`src/rtl/mem_port_arbiter_pkg.sv`:
```
// Shared encodings and defaults for the CPU memory-port arbiter.
// Owner and FSM encodings are fixed values so waveforms and checkers read the same numbers.
package mem_port_arbiter_pkg;

  localparam int WORD             = 32;
  localparam logic [31:0] START_ADRS = 32'h0000_0200;
  localparam int MEM_TIMEOUT      = 15;
  localparam int STARVE_LIMIT_DEF = 3;

  typedef enum logic {
    OWN_IF = 1'b0,
    OWN_D  = 1'b1
  } owner_e;

  localparam logic [1:0] ST_IDLE = 2'd0;
  localparam logic [1:0] ST_BUSY = 2'd1;
  localparam logic [1:0] ST_RESP = 2'd2;

  function automatic logic is_misaligned(input logic [1:0] lsb);
    return lsb != 2'b00;
  endfunction

endpackage

```
`src/rtl/arb_prio_starve.sv`:
```
// Winner selection between fetch and data requesters while the port is idle.
// Data normally wins a contest; after STARVE_LIMIT contested data wins fetch is forced through.
module arb_prio_starve #(
  parameter int STARVE_LIMIT = 3
) (
  input  logic clk_cpu,
  input  logic reset,
  input  logic arb_en,
  input  logic if_req,
  input  logic d_req,
  output logic if_win,
  output logic d_win
);

  localparam int CNT_W = $clog2(STARVE_LIMIT + 1);

  logic [CNT_W-1:0] starve_cnt;
  logic             starve_hit;

  assign starve_hit = (starve_cnt == CNT_W'(STARVE_LIMIT));
  assign d_win      = arb_en & d_req & ~(if_req & starve_hit);
  assign if_win     = arb_en & if_req & ~d_win;

  // Counter saturates at the limit: a contested data win is impossible once it is reached.
  always_ff @(posedge clk_cpu or posedge reset) begin
    if (reset) begin
      starve_cnt <= '0;
    end else if (if_win) begin
      starve_cnt <= '0;
    end else if (d_win && if_req) begin
      starve_cnt <= starve_cnt + 1'b1;
    end
  end

endmodule

```
`src/rtl/mem_port_arbiter.sv`:
```
// Shares the single CPU memory port between instruction fetch and load/store.
// Handshake: a requester holds req and its fields until the one-cycle gnt pulse; done pulses once per access.
module mem_port_arbiter
  import mem_port_arbiter_pkg::*;
#(
  parameter int DATA_W       = WORD,
  parameter int STARVE_LIMIT = STARVE_LIMIT_DEF,
  parameter int TIMEOUT      = MEM_TIMEOUT
) (
  input  logic              clk_cpu,
  input  logic              reset,
  input  logic              if_req,
  input  logic [DATA_W-1:0] if_addr,
  output logic              if_gnt,
  output logic              if_done,
  output logic [DATA_W-1:0] if_rdata,
  output logic              if_err,
  input  logic              d_req,
  input  logic              d_we,
  input  logic [3:0]        d_be,
  input  logic [DATA_W-1:0] d_addr,
  input  logic [DATA_W-1:0] d_wdata,
  output logic              d_gnt,
  output logic              d_done,
  output logic [DATA_W-1:0] d_rdata,
  output logic              d_err,
  output logic              mem_req,
  output logic              mem_we,
  output logic [3:0]        mem_be,
  output logic [DATA_W-1:0] mem_addr,
  output logic [DATA_W-1:0] mem_wdata,
  input  logic [DATA_W-1:0] mem_rdata,
  input  logic              mem_ack,
  output logic              busy,
  output logic [1:0]        state_dbg
);

  localparam int TMO_W = $clog2(TIMEOUT + 1);

  logic [1:0]        state;
  owner_e            owner;
  logic              lat_we;
  logic [3:0]        lat_be;
  logic [DATA_W-1:0] lat_addr;
  logic [DATA_W-1:0] lat_wdata;
  logic [DATA_W-1:0] resp_rdata;
  logic              resp_err;
  logic [TMO_W-1:0]  tmo_cnt;

  logic              idle;
  logic              if_win;
  logic              d_win;
  logic [DATA_W-1:0] gnt_addr;

  assign idle     = (state == ST_IDLE);
  assign gnt_addr = d_win ? d_addr : if_addr;

  arb_prio_starve #(
    .STARVE_LIMIT(STARVE_LIMIT)
  ) u_arb (
    .clk_cpu(clk_cpu),
    .reset  (reset),
    .arb_en (idle),
    .if_req (if_req),
    .d_req  (d_req),
    .if_win (if_win),
    .d_win  (d_win)
  );

  always_ff @(posedge clk_cpu or posedge reset) begin
    if (reset) begin
      state      <= ST_IDLE;
      owner      <= OWN_IF;
      lat_we     <= 1'b0;
      lat_be     <= 4'h0;
      lat_addr   <= '0;
      lat_wdata  <= '0;
      resp_rdata <= '0;
      resp_err   <= 1'b0;
      tmo_cnt    <= '0;
    end else begin
      case (state)
        ST_IDLE: begin
          if (if_win || d_win) begin
            owner     <= d_win ? OWN_D : OWN_IF;
            lat_we    <= d_win & d_we;
            lat_be    <= d_win ? d_be : 4'hF;
            lat_addr  <= gnt_addr;
            lat_wdata <= d_win ? d_wdata : '0;
            tmo_cnt   <= '0;
            // Misaligned accesses never reach memory; they fault straight away.
            if (is_misaligned(gnt_addr[1:0])) begin
              resp_err   <= 1'b1;
              resp_rdata <= '0;
              state      <= ST_RESP;
            end else begin
              state <= ST_BUSY;
            end
          end
        end
        ST_BUSY: begin
          if (mem_ack) begin
            resp_rdata <= lat_we ? '0 : mem_rdata;
            resp_err   <= 1'b0;
            state      <= ST_RESP;
          end else if (tmo_cnt == TMO_W'(TIMEOUT - 1)) begin
            resp_rdata <= '0;
            resp_err   <= 1'b1;
            state      <= ST_RESP;
          end else begin
            tmo_cnt <= tmo_cnt + 1'b1;
          end
        end
        ST_RESP: state <= ST_IDLE;
        default: state <= ST_IDLE;
      endcase
    end
  end

  // Memory-side and response outputs decode from state so reset clears them without waiting for a clock.
  assign mem_req   = (state == ST_BUSY);
  assign mem_we    = mem_req & lat_we;
  assign mem_be    = mem_req ? lat_be : 4'h0;
  assign mem_addr  = mem_req ? lat_addr : '0;
  assign mem_wdata = mem_req ? lat_wdata : '0;

  assign if_gnt    = if_win;
  assign d_gnt     = d_win;
  assign if_done   = (state == ST_RESP) && (owner == OWN_IF);
  assign d_done    = (state == ST_RESP) && (owner == OWN_D);
  assign if_rdata  = if_done ? resp_rdata : '0;
  assign d_rdata   = d_done ? resp_rdata : '0;
  assign if_err    = if_done & resp_err;
  assign d_err     = d_done & resp_err;

  assign busy      = ~idle;
  assign state_dbg = state;

endmodule

```
`config.mk`:
```
export PLATFORM = sky130hd
export DESIGN_NAME = mem_port_arbiter
export DESIGN_NICKNAME = d
export VERILOG_FILES = /design/src/rtl/mem_port_arbiter_pkg.sv /design/src/rtl/arb_prio_starve.sv /design/src/rtl/mem_port_arbiter.sv
export SDC_FILE = /design/constraint.sdc
export NUM_CORES = 1
export LEC_CHECK = 0
export ABC_AREA = 0
export CELL_PAD_IN_SITES_DETAIL_PLACEMENT = 0
export CELL_PAD_IN_SITES_GLOBAL_PLACEMENT = 1
export CORE_ASPECT_RATIO = 0.6
export CORE_UTILIZATION = 29
export DETAILED_ROUTE_END_ITERATION = 8
export PLACE_DENSITY = 0.81
export SKIP_CTS_REPAIR_TIMING = 1
export SYNTH_ARGS = -nofsm -noshare
export SYNTH_HDL_FRONTEND = slang
export SYNTH_HIERARCHICAL = 1
export SYNTH_SLANG_ARGS = --single-unit
```
`constraint.sdc`:
```
create_clock -name clk_cpu -period 3.8 [get_ports clk_cpu]
set_input_delay 0.38 -clock clk_cpu [delete_from_list [all_inputs] [get_ports clk_cpu]]
set_output_delay 0.38 -clock clk_cpu [all_outputs]
set_load 0.02 [all_outputs]
```
; Word-level counts from Yosys, hierarchy flattened
; Cells that the tools add are included.
[word_totals]
register_bits = 111
input_bits = 138
output_inout_bits = 143
elab_cells = 77
[op_classes]
n_addsub = 2
eq_ne = 9
bitwise = 13
mux = 31
reduce_logical = 12
[ops]
columns = op, n
row1 = 2-to-1 mux 32 bit, 11
row2 = one-hot mux 32 bit (2 select lines), 1
row3 = 2-to-1 mux 4 bit, 5
row4 = 2-to-1 mux 2 bit, 6
row5 = AND 1 bit, 9
row6 = one-hot mux 4 bit (2 select lines), 1
row7 = AND reduction 4 bit, 2
row8 = nonzero test 2 bit, 3
row9 = 2-to-1 mux 1 bit, 5
row10 = "adder 4 x 1 -> 4 bit, second input constant", 1
row11 = "== test 2 bit, second input constant", 2
row12 = "== test 4 bit, second input constant", 1
row13 = "!= test 2 x 1 -> 1 bit, second input constant", 2
row14 = "!= test 2 bit, second input constant", 2
row15 = inverter 1 bit, 4
row16 = one-hot mux 2 bit (2 select lines), 1
row17 = AND reduction 2 bit, 2
row18 = logical AND 1 bit, 3
row19 = "!= test 3 x 1 -> 1 bit, second input constant", 1
row20 = "adder 2 x 1 -> 2 bit, second input constant", 1
row21 = "== test 2 x 1 -> 1 bit, second input constant", 1
row22 = logical NOT 2 bit, 1
row23 = one-hot mux 1 bit (2 select lines), 1
row24 = logical OR 1 bit, 1

; Depth between registers and ports, before layout
[logic_depth]
word_depth = 9
depth_mapped = 9
ltp_nobuf = 7

; Hierarchy
; Netlist, hierarchy kept.
[modules_own_cells]
columns = mod, area_per_inst_um2, seq_area_each_um2, instances, cells_each
row1 = mem_port_arbiter, 5302.6, 2727.6, 1, 493
row2 = arb_prio_starve, 118.9, 50.0, 1, 12

; Worst setup path after synthesis
; OpenSTA, ideal clock, no wires.
[synth_timing]
path_kind = reg2reg
start = reg state[0], in the netlist state_dbg[0]
end = reg resp_rdata[10]
path_slack_ns = 1.366
path_stages_with_launch = 10
setup_ns = 0.121
t_arrival_ns = 2.312
required_ns = 3.679
cell_sequence = dfrtp_1 > nor2_2 > nand2_1 > a21oi_1 > buf_4 > nor3_1 > nor2_1 > nand3_4 > buf_8 > a22o_2
[synth_between]
elab_chain_cells = 8
[synth_lines]
columns = element, line_no
row1 = start: declaration, mem_port_arbiter.sv:40  ; logic [1:0] state;
row2 = start signal: assignment, mem_port_arbiter.sv:72  ; state <= ST_IDLE;
row3 = start signal: assignment, mem_port_arbiter.sv:95  ; state <= ST_RESP;
row4 = start signal: assignment, mem_port_arbiter.sv:97  ; state <= ST_BUSY;
row5 = logical NOT 2 bit *, mem_port_arbiter.sv:55  ; assign idle = (state == ST_IDLE);
row6 = net idle, mem_port_arbiter.sv:50  ; logic idle;
row7 = AND 1 bit * (2 in series), arb_prio_starve.sv:21  ; assign d_win = arb_en & d_req & ~(if_req & starve_hit);
row8 = net d_gnt, mem_port_arbiter.sv:23  ; output logic d_gnt,
row9 = inverter 1 bit, arb_prio_starve.sv:22  ; assign if_win = arb_en & if_req & ~d_win;
row10 = AND 1 bit, arb_prio_starve.sv:22
row11 = logical OR 1 bit, mem_port_arbiter.sv:84  ; if (if_win || d_win) begin
row12 = != test 2 x 1 -> 1 bit (no source line), -
row13 = AND reduction 4 bit (no source line) *, -
row14 = end signal: assignment, mem_port_arbiter.sv:103  ; resp_rdata <= lat_we ? '0 : mem_rdata;
row15 = end: declaration, mem_port_arbiter.sv:46  ; logic [DATA_W-1:0] resp_rdata;
; Mark *: on every way through the listed nets, which the timed path passes. The rest lies on a longest branch.
; A chain may end at the register's enable or synchronous reset.

; Worst setup path in the final report
[layout_timing]
start = reg state[0], in the netlist state_dbg[0]
end = out d_rdata[0]
[layout_between]
elab_chain_cells = 3
[layout_lines]
columns = element, line_no
row1 = == test 2 bit, mem_port_arbiter.sv:130  ; assign d_done = (state == ST_RESP) && (owner == OWN_D);
row2 = logical AND 1 bit, mem_port_arbiter.sv:130
row3 = 2-to-1 mux 32 bit, mem_port_arbiter.sv:132  ; assign d_rdata = d_done ? resp_rdata : '0;
row4 = end: declaration, mem_port_arbiter.sv:25  ; output logic [DATA_W-1:0] d_rdata,
; Every way passes these cells.

==> load_flow_metrics.sql <==
INSERT INTO impl_metrics (metric_group, metric, value, unit) VALUES
('worst_setup_path', 'capturing_point_of_the_worst_reg2reg_path', 'resp_rdata[24]', ''),
('logic_synthesis', 'synthesis.area_per_instance', '10.7', 'µm²'),
('detailed_routing', 'post_route_wl', '16.2', 'mm'),
('power', 'vdd.ir_drop.worst', '0.411', 'mV'),
('timing', 'post-route-min-period', '2990', 'ps'),
('timing', 'grt_setup_unrepaired', 'no', ''),
('timing', 'totalNegativeSetupSlack', '0', 'ps'),
('final_layout', 'final_common_cell', 'sky130_fd_sc_hd__clkdlybuf4s50_1', ''),
('clock_network', 'clock_tree.root_cell', 'sky130_fd_sc_hd__clkbuf_16', ''),
('placement', 'io_buffers', '280', ''),
('run_status', 'run_status', 'complete, no violations', ''),
('clock_network', 'tritoncts.num_buffers', '9', ''),
('final_layout', 'share_of_final_layout_standard_cells_stronger_than_drive_strength_1', '8.04', '%'),
('worst_setup_path', 'timing.critical_path.to_type', 'primary output', ''),
('logic_synthesis', 'post_synth_inst_count', '505', ''),
('global_route', 'number_of_global_route_vias_before_repair', '4740', ''),
('worst_setup_path', 'cp_max_fo', '34', ''),
('die', 'floorplan.core_area', '18200', 'µm²'),
('worst_setup_path', 'worst-setup-path-type', 'reg -> out', ''),
('detailed_routing', 'detail_route.first_pass.iterations', '4', ''),
('timing', 'timing_hold_violations_final', '0', ''),
('logic_synthesis', 'synth.lib_cells_used.distinct', '35', ''),
('logic_synthesis', 'synth_async_sr_flop_share', '100', '%'),
('global_route', 'first_pass_grt_wire_length', '24.9', 'mm'),
('clock_network', 'cts_tree', 'built', ''),
('global_route', 'gr-usage-all-layers', '16.5', '%'),
('placement', 'place.gp.congestion', '0.808', ''),
('timing', 'final_min_period_over_clock_period', '78.6', '%'),
('final_layout', 'areaGrowthSynthToFinish', '60.7', '%'),
('logic_synthesis', 'number_of_enable_flip_flop_cells_after_synthesis', '0', ''),
('logic_synthesis', 'netlist_area', '5420', 'µm²'),
('logic_synthesis', 'synth_fp_nets', '646', ''),
('power', 'power_leakage', '3.71', 'nW'),
('logic_synthesis', 'yosys_warnings', '6', ''),
('job', 'cap_violations', '0', ''),
('placement', 'detailedPlacementHpwl', '12.1', 'mm'),
('worst_setup_path', 'critical_path.max_stage_delay', '910', 'ps'),
('die', 'initial_core_util', '29.8', '%'),
('logic_synthesis', 'synthFlopType', 'sky130_fd_sc_hd__dfrtp_1', ''),
('die', 'placement_rows', '38', ''),
('worst_setup_path', 'worst_setup_path_start_kind', 'register', ''),
('logic_synthesis', 'post_synth_and_or_nand_nor_area_fraction', '21.1', '%'),
('final_layout', 'layout.cells.most_common_list', 'sky130_fd_sc_hd__clkdlybuf4s50_1, sky130_fd_sc_hd__and2_1, sky130_fd_sc_hd__dfrtp_1, sky130_fd_sc_hd__a22o_1, sky130_fd_sc_hd__nand2_1', ''),
('worst_setup_path', 'worst-endpoint-required', '3420', 'ps'),
('hold_path', 'hold_path_class', 'in -> async', ''),
('placement', 'post_place_setup_slack', '1070', 'ps'),
('detailed_routing', 'avgRoutedWirePerCell', '16.0', 'µm'),
('timing', 'report.final.slew_viol_count', '0', ''),
('detailed_routing', 'via_per_inst', '4.58', ''),
('logic_synthesis', 'largest_family_of_logic_cells_by_synthesized_area', 'simple AND/OR/NAND/NOR gates', ''),
('worst_setup_path', 'worst_ep_arrival_time', '2610', 'ps'),
('global_route', 'overflow', '0', ''),
('final_layout', 'final_core_util', '48.0', '%'),
('logic_synthesis', 'ys_seq_area_share', '51.2', '%'),
('die', 'design.portCount', '281', ''),
('worst_setup_path', 'regToRegStartpoint', 'state_dbg[0]', ''),
('clock_network', 'worst_setup_hold_path_clk_slew', '70', 'ps'),
('global_route', 'grt_max_degree', '65', ''),
('die', 'die_h', '108', 'µm'),
('logic_synthesis', 'synth_mux_area_share', '6.12', '%'),
('global_route', 'number_of_antenna_violations_at_the_first_check_in_global_routing', '0', ''),
('clock_network', 'worst_skew_pair.late_latency', '340', 'ps'),
('detailed_routing', 'detailroute.via_count', '4628', ''),
('final_layout', 'fill_cells', '1662', ''),
('final_layout', 'n_antenna_cell', '0', ''),
('detailed_routing', 'dr.first_iter.drc_count', '177', ''),
('timing', 'worst_clock_skew', '7.77', 'ps'),
('logic_synthesis', 'synth_compound_area_share', '16.3', '%'),
('logic_synthesis', 'ys_ff_latch', '111', ''),
('timing', 'worst_hold_slack', '278', 'ps'),
('logic_synthesis', 'synth_xor_xnor_area_share', '0.323', '%');
-- layer usage --
metal / global-route usage (%) / part of all wire [%] / vias up
li1: - / - / 2253
met1: 22.5 / 46 / 2211
met2: 27.0 / 47 / 150
met3: 3.53 / 6.0 / 14
met4: 3.51 / 1.0 / 0
met5: 0 / 0 / -
-- synth_stat cells, types with 2 or more instances --
| cell | number | share of area, % |
|---|---|---|
| sky130_fd_sc_hd__o21ai_0 | 32 | 3.0 |
| sky130_fd_sc_hd__dfrtp_1 | 111 | 51 |
| sky130_fd_sc_hd__nor2_1 | 9 | 0.62 |
| sky130_fd_sc_hd__o2bb2ai_1 | 2 | 0.32 |
| sky130_fd_sc_hd__o22a_1 | 5 | 0.81 |
| sky130_fd_sc_hd__a22o_1 | 38 | 6.1 |
| sky130_fd_sc_hd__nand2_1 | 37 | 2.6 |
| sky130_fd_sc_hd__inv_1 | 7 | 0.48 |
| sky130_fd_sc_hd__a21oi_1 | 4 | 0.37 |
| sky130_fd_sc_hd__clkbuf_1 | 22 | 1.5 |
| sky130_fd_sc_hd__ha_1 | 3 | 0.69 |
| sky130_fd_sc_hd__and2_1 | 137 | 16 |
| sky130_fd_sc_hd__a22oi_1 | 2 | 0.28 |
| sky130_fd_sc_hd__xnor2_1 | 2 | 0.32 |
| sky130_fd_sc_hd__buf_2 | 13 | 1.2 |
| sky130_fd_sc_hd__a22o_2 | 28 | 5.2 |
| sky130_fd_sc_hd__nand3_1 | 2 | 0.18 |
| sky130_fd_sc_hd__mux2i_1 | 32 | 5.9 |
| sky130_fd_sc_hd__buf_8 | 3 | 0.83 |
-- sequential cells by signal (all words and copies together) (netlist names) --
| name | cells |
|---|---|
| owner | 1 |
| resp_rdata | 32 |
| resp_err | 1 |
| tmo_cnt | 4 |
| lat_we | 1 |
| lat_addr | 32 |
| state_dbg | 2 |
| lat_be | 4 |
| u_arb/starve_cnt | 2 |
| lat_wdata | 32 |
-- where the power goes --
| part | leakage [nW] | internal, mW | switching [mW] |
|---|---|---|---|
| sequential | 1.43 | 1.68 | 0.299 |
| clock | 0.146 | 0.488 | 0.439 |
| combinational | 2.13 | 1.14 | 1.31 |
| total | 3.71 | 3.32 | 2.05 |
-- how the worst max path moves through the flow --
stage / start / endpoint / slack [ps]
floorplan: reset / lat_addr[0] / 550
global placement: d_req / resp_rdata[25] / 1200
detailed placement: state_dbg[0] / resp_rdata[24] / 1070
CTS: state_dbg[0] / d_rdata[0] / 760
global route: state_dbg[1] / mem_wdata[14] / 630
finish: state_dbg[0] / d_rdata[0] / 810
-- worst max-delay path, delay by kind of cell (launching register included) --
kind | cells | cell delay, ps
simple gates | 2 | 1170
buf+inv | 1 | 630
flops | 1 | 460
-- kinds of logic after synthesis --
kind of cell             count (synthesis)
AO/OA/AOI/OAI                          113
XOR/XNOR                                 2
adder cells (fa/ha/maj)                  3
buffers and inverters                   46
flip-flops                             111
multiplexers                            33
AND/OR/NAND/NOR                        197
-- area by class of cell --
type	instances	area (µm²)	area share [%]
Inverter	7	28.8	0.330
Sequential cell	111	2780	31.9
Multi-Input combinational cell	348	2440	28.0
Tap cell	240	300	3.45
Timing Repair Buffer	289	2870	33.0
Clock inverter	5	40.0	0.460
Clock buffer	11	253	2.90
-- per-stage QoR --
stage,power [mW],std cells,cell area [µm²]
CTS,5.44,1011,8710
floorplan,3.57,505,5420
detailed placement,4.49,995,8420
finish,5.36,1011,8710
global placement,4.39,995,8420
global route,5.75,1011,8710
(Power assumes the default switching activity.)
